`config.mk`:
```
export PLATFORM = sky130hd
export DESIGN_NAME = seg7_scan_2digit
export DESIGN_NICKNAME = d
export VERILOG_FILES = /design/src/rtl/seg7_scan_2digit.sv
export SDC_FILE = /design/constraint.sdc
export NUM_CORES = 1
export LEC_CHECK = 0
export CAP_MARGIN = 25
export CORE_AREA = 2 2 62 64
export CTS_CLUSTER_DIAMETER = 120
export DETAILED_ROUTE_END_ITERATION = 16
export DIE_AREA = 0 0 64 66
export GPL_TIMING_DRIVEN = 1
export PLACE_DENSITY = 0.74
export SETUP_SLACK_MARGIN = 0.2
export SKIP_LAST_GASP = 1
export SYNTH_ARGS = -nofsm -noshare
export SYNTH_HDL_FRONTEND = slang
export SYNTH_SLANG_ARGS = --single-unit
```
`constraint.sdc`:
```
create_clock -name clk -period 4.45 [get_ports clk]
set_input_delay 1.1125 -clock clk [delete_from_list [all_inputs] [get_ports clk]]
set_output_delay 1.1125 -clock clk [all_outputs]
set_load 0.02 [all_outputs]
```
`src/rtl/seg7_scan_2digit.sv`:
```
`default_nettype none
// ============================================================================
//  Module      : seg7_scan_2digit
//  Description : Two-digit multiplexed 7-segment driver for a BCD counter.
//                Scans units then tens with all-off gaps between digits.
//  Revision    : 1.0  initial release
// ============================================================================
module seg7_scan_2digit #(
    parameter int SCAN_DIV         = 1000,
    parameter int BLANK_CYCLES     = 2,
    parameter bit BLANK_LZ         = 1'b1,
    parameter bit SEG_ACTIVE_LOW   = 1'b1,
    parameter bit DIGIT_ACTIVE_LOW = 1'b1
) (
    input  logic       clk,
    input  logic       rst,
    input  logic [3:0] num0,
    input  logic [3:0] num1,
    input  logic       max,
    output logic [6:0] seg,
    output logic       dp,
    output logic [1:0] an,
    output logic       frame
);

    // One counter serves both slot kinds, so it is sized for the longer one.
    localparam int c_CNT_MAX = (SCAN_DIV > BLANK_CYCLES) ? SCAN_DIV : BLANK_CYCLES;
    localparam int c_CNT_W   = (c_CNT_MAX > 1) ? $clog2(c_CNT_MAX) : 1;

    localparam logic [c_CNT_W-1:0] c_DIG_LAST   = c_CNT_W'(SCAN_DIV - 1);
    localparam logic [c_CNT_W-1:0] c_BLANK_LAST =
        c_CNT_W'((BLANK_CYCLES > 0) ? BLANK_CYCLES - 1 : 0);
    localparam bit c_NO_BLANK = (BLANK_CYCLES == 0);

    localparam logic [6:0] c_SEG_OFF = SEG_ACTIVE_LOW   ? 7'h7F : 7'h00;
    localparam logic       c_DP_OFF  = SEG_ACTIVE_LOW   ? 1'b1  : 1'b0;
    localparam logic [1:0] c_AN_OFF  = DIGIT_ACTIVE_LOW ? 2'b11 : 2'b00;

    typedef enum logic [1:0] {
        S_BLANK0 = 2'd0,
        S_DIG0   = 2'd1,
        S_BLANK1 = 2'd2,
        S_DIG1   = 2'd3
    } state_t;

    state_t             r_state;
    state_t             w_state_next;
    logic [c_CNT_W-1:0] r_cnt;
    logic [c_CNT_W-1:0] w_cnt_next;
    logic               w_slot_done;

    logic [3:0]         r_snap0;
    logic [3:0]         r_snap1;
    logic               r_snap_max;
    logic [3:0]         w_snap0_next;
    logic [3:0]         w_snap1_next;
    logic               w_snap_max_next;

    logic [6:0]         r_seg;
    logic               r_dp;
    logic [1:0]         r_an;
    logic               r_frame;

    logic [6:0]         w_seg_on;
    logic               w_dp_on;
    logic [1:0]         w_an_on;
    logic [6:0]         w_seg_next;
    logic               w_dp_next;
    logic [1:0]         w_an_next;
    logic               w_frame_next;

    // Active-high segment pattern, bit 0 = a .. bit 6 = g.
    function automatic logic [6:0] f_decode(input logic [3:0] bcd);
        logic [6:0] v_seg;
        case (bcd)
            4'd0:    v_seg = 7'h3F;
            4'd1:    v_seg = 7'h06;
            4'd2:    v_seg = 7'h5B;
            4'd3:    v_seg = 7'h4F;
            4'd4:    v_seg = 7'h66;
            4'd5:    v_seg = 7'h6D;
            4'd6:    v_seg = 7'h7D;
            4'd7:    v_seg = 7'h07;
            4'd8:    v_seg = 7'h7F;
            4'd9:    v_seg = 7'h6F;
            default: v_seg = 7'h40;
        endcase
        return v_seg;
    endfunction

    always_comb begin
        w_slot_done  = 1'b0;
        w_state_next = r_state;
        case (r_state)
            S_BLANK0, S_BLANK1: w_slot_done = c_NO_BLANK || (r_cnt == c_BLANK_LAST);
            S_DIG0, S_DIG1:     w_slot_done = (r_cnt == c_DIG_LAST);
            default:            w_slot_done = 1'b1;
        endcase

        if (w_slot_done) begin
            case (r_state)
                S_BLANK0: w_state_next = S_DIG0;
                S_DIG0:   w_state_next = c_NO_BLANK ? S_DIG1 : S_BLANK1;
                S_BLANK1: w_state_next = S_DIG1;
                S_DIG1:   w_state_next = c_NO_BLANK ? S_DIG0 : S_BLANK0;
                default:  w_state_next = S_BLANK0;
            endcase
        end

        w_cnt_next = w_slot_done ? '0 : r_cnt + 1'b1;
    end

    // Snapshots are taken only on slot entry so a digit never changes mid-slot.
    always_comb begin
        w_snap0_next    = r_snap0;
        w_snap_max_next = r_snap_max;
        w_snap1_next    = r_snap1;
        if ((w_state_next == S_DIG0) && (r_state != S_DIG0)) begin
            w_snap0_next    = num0;
            w_snap_max_next = max;
        end
        if ((w_state_next == S_DIG1) && (r_state != S_DIG1)) begin
            w_snap1_next = num1;
        end
    end

    // Outputs are computed for the upcoming state so they register alongside it.
    always_comb begin
        w_seg_on     = 7'h00;
        w_dp_on      = 1'b0;
        w_an_on      = 2'b00;
        w_frame_next = 1'b0;
        case (w_state_next)
            S_DIG0: begin
                w_an_on  = 2'b01;
                w_seg_on = f_decode(w_snap0_next);
                w_dp_on  = w_snap_max_next;
            end
            S_DIG1: begin
                w_an_on      = (BLANK_LZ && (w_snap1_next == 4'd0)) ? 2'b00 : 2'b10;
                w_seg_on     = f_decode(w_snap1_next);
                w_frame_next = (w_cnt_next == c_DIG_LAST);
            end
            default: begin
                w_an_on  = 2'b00;
                w_seg_on = 7'h00;
            end
        endcase

        w_seg_next = SEG_ACTIVE_LOW   ? ~w_seg_on : w_seg_on;
        w_dp_next  = SEG_ACTIVE_LOW   ? ~w_dp_on  : w_dp_on;
        w_an_next  = DIGIT_ACTIVE_LOW ? ~w_an_on  : w_an_on;
    end

    always_ff @(posedge clk) begin
        if (rst) begin
            r_state    <= S_BLANK0;
            r_cnt      <= '0;
            r_snap0    <= 4'd0;
            r_snap1    <= 4'd0;
            r_snap_max <= 1'b0;
            r_seg      <= c_SEG_OFF;
            r_dp       <= c_DP_OFF;
            r_an       <= c_AN_OFF;
            r_frame    <= 1'b0;
        end else begin
            r_state    <= w_state_next;
            r_cnt      <= w_cnt_next;
            r_snap0    <= w_snap0_next;
            r_snap1    <= w_snap1_next;
            r_snap_max <= w_snap_max_next;
            r_seg      <= w_seg_next;
            r_dp       <= w_dp_next;
            r_an       <= w_an_next;
            r_frame    <= w_frame_next;
        end
    end

    assign seg   = r_seg;
    assign dp    = r_dp;
    assign an    = r_an;
    assign frame = r_frame;

endmodule
`default_nettype wire

```
; ---- Yosys cells after proc, flatten, opt, wreduce, memory -nomap -nowiden
; Memory sizes are Yosys's and may differ from the RTL's.
; Index checks and enable logic that the tools add are counted.
[totals]
ff_bits = 32
romBits = 224
input_bits = 11
output_inout_bits = 11
wordCells = 44
n_memories = 2
[mem_list]
columns = name, depth, width, read_ports, rd_clocked_by_memory_dff, write_ports, line
row1 = (no name shown), 16, 7, 1, 0, 0, 75  ; case (bcd)
row2 = (no name shown), 16, 7, 1, 0, 0, 75
[op_classes]
add_sub_neg = 1
n_eq_ne = 10
mux = 11
n_bitwise = 4
n_reduce_logical = 7
[op_table]
columns = operator, count
row1 = $eq A10 B10 Y1 const B, 2
row2 = $pmux W7 S2, 1
row3 = $add A10 B1 Y10 const B, 1
row4 = $eq A10 B1 Y1 const B, 1
row5 = $mux W10, 1
row6 = $mux W4, 2
row7 = $pmux W2 S4, 1
row8 = $not A7 Y7, 1
row9 = $eq A2 B2 Y1 const B, 3
row10 = $reduce_or A2 Y1, 3
row11 = $eq A2 B1 Y1 const B, 2
row12 = $logic_not A4 Y1, 1
row13 = $mux W2, 2
row14 = $pmux W2 S2, 1
row15 = $logic_and A1 B1 Y1, 2
row16 = $logic_not A2 Y1, 1
row17 = $mux W1, 2
row18 = $ne A2 B1 Y1 const B, 1
row19 = $ne A2 B2 Y1 const B, 1
row20 = $not A1 Y1, 2
row21 = $not A2 Y2, 1
row22 = $pmux W1 S2, 1

; ---- Depth between registers and ports, before layout
[logic_depth]
ltp_word = 11
ltp_mapped = 15
depth_no_buf = 13

; ---- Worst setup path before layout
; OpenSTA, ideal clock, no wires.
[synth_path]
path_kind = reg-to-reg
from = register r_state[1]
to = register r_seg[3] (netlist: seg[3])
t_arrival_ps = 3416
t_required_ps = 4333
setup_slack_ps = 917
stages_incl_launch_ff = 15
path_buffers = 2
synth_period_minus_slack_ps = 3533
cell_sequence = dfxtp_1 -> inv_1 -> ha_1 -> clkbuf_1 -> o211a_1 -> o2111ai_1 -> nor4b_2 -> o21bai_1 -> buf_2 -> mux2i_1 -> inv_1 -> ha_1 -> and3_1 -> o31a_1 -> o22a_1
[synth_between]
elab_chain_cells = 10
[synth_rtl]
columns = item, line
row1 = from (decl), 46  ; state_t r_state;
row2 = from (signal assigned), 167  ; r_state <= w_state_next;
row3 = "$eq A2 B2 Y1, or another cell as far along", "94, 101"
row4 = $reduce_or A2 Y1, 94  ; case (r_state)
row5 = $pmux W1 S2, 94
row6 = $mux W2, 100  ; if (w_slot_done) begin
row7 = $eq A2 B2 Y1 or $eq A2 B1 Y1 (tied branches), "122, 133, 118"
row8 = $logic_and A1 B1 Y1 (on tied branches), "122, 118"
row9 = $mux W4 (on tied branches), "122, 118"
row10 = $mem_v2 Z16 W7, n/a
row11 = $pmux W7 S2 (*), 133  ; case (w_state_next)
row12 = $not A7 Y7 (*), 150  ; w_seg_next = SEG_ACTIVE_LOW ? ~w_seg_on : w_seg_on;
row13 = to (signal assigned), 162  ; r_seg <= c_SEG_OFF;
row14 = to (signal assigned), 172  ; r_seg <= w_seg_next;
row15 = to (decl), 59  ; logic [6:0] r_seg;
; Mark *: on every way between the ends. The rest lies on a longest branch, timed or not.
; A chain may end at the register's enable or synchronous reset.

; ---- Worst setup path in the final report
[layout_path]
from = register r_state[1]
to = register r_seg[4] (netlist: seg[4])
[layout_between]
elab_chain_cells = 10
[layout_rtl]
columns = item, line
row1 = "$eq A2 B2 Y1, or another cell as far along", "94, 101"
row2 = $reduce_or A2 Y1, 94
row3 = $pmux W1 S2, 94
row4 = $mux W2, 100
row5 = $eq A2 B1 Y1, 118  ; if ((w_state_next == S_DIG0) && (r_state != S_DIG0)) begin
row6 = $logic_and A1 B1 Y1 (*), 118
row7 = $mux W4 (*), 118
row8 = via w_snap0_next[1], 55  ; logic [3:0] w_snap0_next;
row9 = $mem_v2 Z16 W7 (*), n/a
row10 = $pmux W7 S2 (*), 133
row11 = $not A7 Y7 (*), 150
; The timed path passes the listed nets; every way through them passes the cells marked *.

==> impl_metrics.json <==
{
  "finalWeightedCongestion": 0.888,
  "critical_path.startpoint": "r_state[1]",
  "finalCritPeriodShare_pct": 81.5,
  "drc": 0,
  "numPortBuffers": 21,
  "rrSetupSlack_ns": 0.82,
  "path_depth": 11,
  "cp-start-kind": "flop",
  "cts_sinks": 32,
  "sequentialPowerShare_pct": 42.7,
  "period_needed_ns": 3.63,
  "dieArea_um2": 4220,
  "p_leak_uw": 0.000911,
  "setup.worst_path.end": "seg[4]",
  "fin_nets": 265,
  "worstPathArrival_ns": 3.92,
  "slew_viol_final": 0,
  "min_path_type": "reg2reg",
  "cts_resized": 0,
  "synthArstFlopShare_pct": 0,
  "cp_cell_sequence": "inv_1 -> ha_1 -> nor4_1 -> o2111ai_1 -> or4_4 -> a21oi_4 -> mux2i_1 -> inv_1 -> ha_1 -> a221oi_1 -> o32a_1",
  "core_region_area_um2": 3550,
  "num_antenna_cells": 0,
  "track_usage_pct": 20.9,
  "worstMarginPinSlew_ns": 0.508,
  "final_hold_viol_count": 0,
  "cpPeakStageDelay_ns": 0.58,
  "fin_total_pwr_uw": 769,
  "r2r_start": "r_state[1]",
  "grt-busiest-layer": "met2",
  "clock_latency_ns": 0.34,
  "timing.fmax_ghz": 0.276,
  "grt_setup_unrepaired": "false",
  "num_vias": 1623,
  "synth_edf_count": 0,
  "crit_family": "compound AO/OA/AOI/OAI gates",
  "initial_core_util_pct": 52.8,
  "critical_path_class": "reg2reg",
  "grt_pass1_vias": 1515,
  "synth-seq-area-share_pct": 34.2,
  "setup_viol": 0,
  "cts_max_level": 2,
  "synthFlopType": "dfxtp_1",
  "cts_made_buffers": 5,
  "cts_tree": "yes",
  "cpMaxStageDelayCell": "or4_4",
  "grt_max_degree": 18,
  "yosysTopAreaCellShare_pct": 34.2,
  "p_int_uw": 507,
  "met2_usage_pct": 35.4,
  "yosys_register_bits": 32,
  "status": "finished clean",
  "path_buf_inv": 2,
  "holdBufCountCts": 0,
  "place_hpwl_um": 2960,
  "clockPowerShare_pct": 24.3,
  "drv_cap": 0,
  "crit_fanout": 16,
  "nFillCells": 306,
  "wirelength_um": 3990,
  "syn-num-nets": 243,
  "synthesis.area_um2": 1880,
  "power.switching_uw": 262,
  "cts-root-buf": "clkbuf_4",
  "grtUsageMet1_pct": 25.2,
  "via_per_inst": 5.58,
  "postCtsSetupRepairBufs": 0,
  "wl_per_cell_um": 13.7,
  "grt_pass1_wl_um": 6760,
  "rows": 22,
  "clk_pin_slew_ns": 0.10,
  "overflow": 0,
  "synth.area.top_cells": "dfxtp_1 34%, ha_1 7.3%, nor2_1 6.6%",
  "powerDensity_nw_per_um2": 351,
  "vdd_drop_max_v": 0.000272,
  "dr.pass1.iters": 4,
  "dieHeight_um": 66,
  "synth_warnings": 0,
  "use_met3_pct": 4.60,
  "antenna_found_initial": 0,
  "endpoint_kind": "flop",
  "cp_data_required_time_ns": 4.74,
  "fin_setup_tns_ns": 0,
  "rr_endpoint": "seg[4]",
  "maxSlewHeadroom_pct": 65.2,
  "switching_share_pct": 34.1,
  "fin_skew_ns": 0.0137,
  "yosys.area.top_type": "dfxtp_1",
  "ant_nets": 0,
  "synth_common_cells": "33 x nor2_1, 32 x dfxtp_1, 17 x nand2_1",
  "reg2regPathDepth": 11,
  "pwr-share-comb_pct": 33.0,
  "synth_cells": 221,
  "drt_iter0_markers": 65,
  "synth_cell_types": 48,
  "ioPinCount": 22,
  "yosysMostFrequentCell": "nor2_1",
  "die_x_um": 64,
  "drive_gt1_share_pct": 5.76,
  "cts_buffer_depth": 2,
  "synth_area_per_cell_um2": 8.49,
  "syn_to_final_growth_pct": 16.8
}
[worst register-to-register path, delay by kind of cell, from the launching register on]
kind / cells / cell delay (ns)
AOI/OAI and AO/OA: 4 / 1.20
muxes: 1 / 0.34
buffers and inverters: 2 / 0.21
DFF: 1 / 0.41
adders and majority gates: 2 / 0.54
and+or+nand+nor: 2 / 0.88
[layer usage]
metal / up-vias / wire length, um
li1: 834 / -
met1: 758 / 1870
met2: 22 / 1920
met3: 9 / 124
met4: 0 / 82
met5: - / 0
[how the worst min path moves through the flow]
stage | end | from | cells after the start
2_1_floorplan | r_snap_max | r_snap_max | 2
5_1_grt | r_snap_max | r_snap_max | 2
4_1_cts | r_snap_max | r_snap_max | 2
6_report | r_snap_max | r_snap_max | 2
3_5_place_dp | r_snap_max | r_snap_max | 2
3_3_place_gp | r_state[1] | r_state[1] | 2
[state kept, by name, summed over array words and instances (netlist names), 2 cells and up]
name and cells:
r_state 2, r_snap0 4, seg 7, r_snap1 4, an 2, r_cnt 10
[layout by cell type, fill, tap and decap left out, drive strengths merged, types with 5 or more instances in the layout]
master,count
o21ai,6
nand3,7
a21oi,7
clkdlybuf4s50,21
ha,11
mux2i,11
inv,13
dfxtp,32
xor2,5
nor3,5
nand2,17
clkbuf,7
nor2,33
nand2b,6
o22a,5
[kinds of logic (layout without fill, tap and decap cells)]
family	after synthesis	count (layout)	synth area share, %
fa+ha+maj	11	11	7.34
mux	12	12	6.47
simple gates	91	91	24.3
xor+xnor	9	9	4.20
buf+inv	21	43	4.47
compound gates	45	45	19.1
flops	32	32	34.2
[power by group through the flow]
stage / Clock, uW / Combinational, uW / Sequential [uW]
4_1_cts: 193 / 253 / 328
3_5_place_dp: 0 / 250 / 334
5_1_grt: 205 / 280 / 331
3_3_place_gp: 0 / 250 / 334
2_1_floorplan: 0 / 186 / 333
6_report: 187 / 254 / 328
[metrics by stage]
stage                     util, %  std cells  setup slack, ns  instance area, um2  hold WS [ns]
after floorplan                 -        221            0.917                1880         0.476
after global placement       59.9        284            0.985                2130         0.501
after detailed placement     59.9        284            0.872                2130         0.498
after CTS                    61.7        291            0.857                2190         0.524
after global routing         61.7        291            0.515                2190         0.564
final                        61.7        291            0.824                2190         0.525
[layout make-up]
type	instances	area (um2)	share of cell area (%)
timing repair buffer	23	225	10.3
tap	48	60.1	2.74
inverter	13	48.8	2.23
multi-input combinational	168	1150	52.5
clock buffer	7	65.1	2.97
sequential	32	641	29.2
Note: power is estimated with default switching activity, not from simulation.
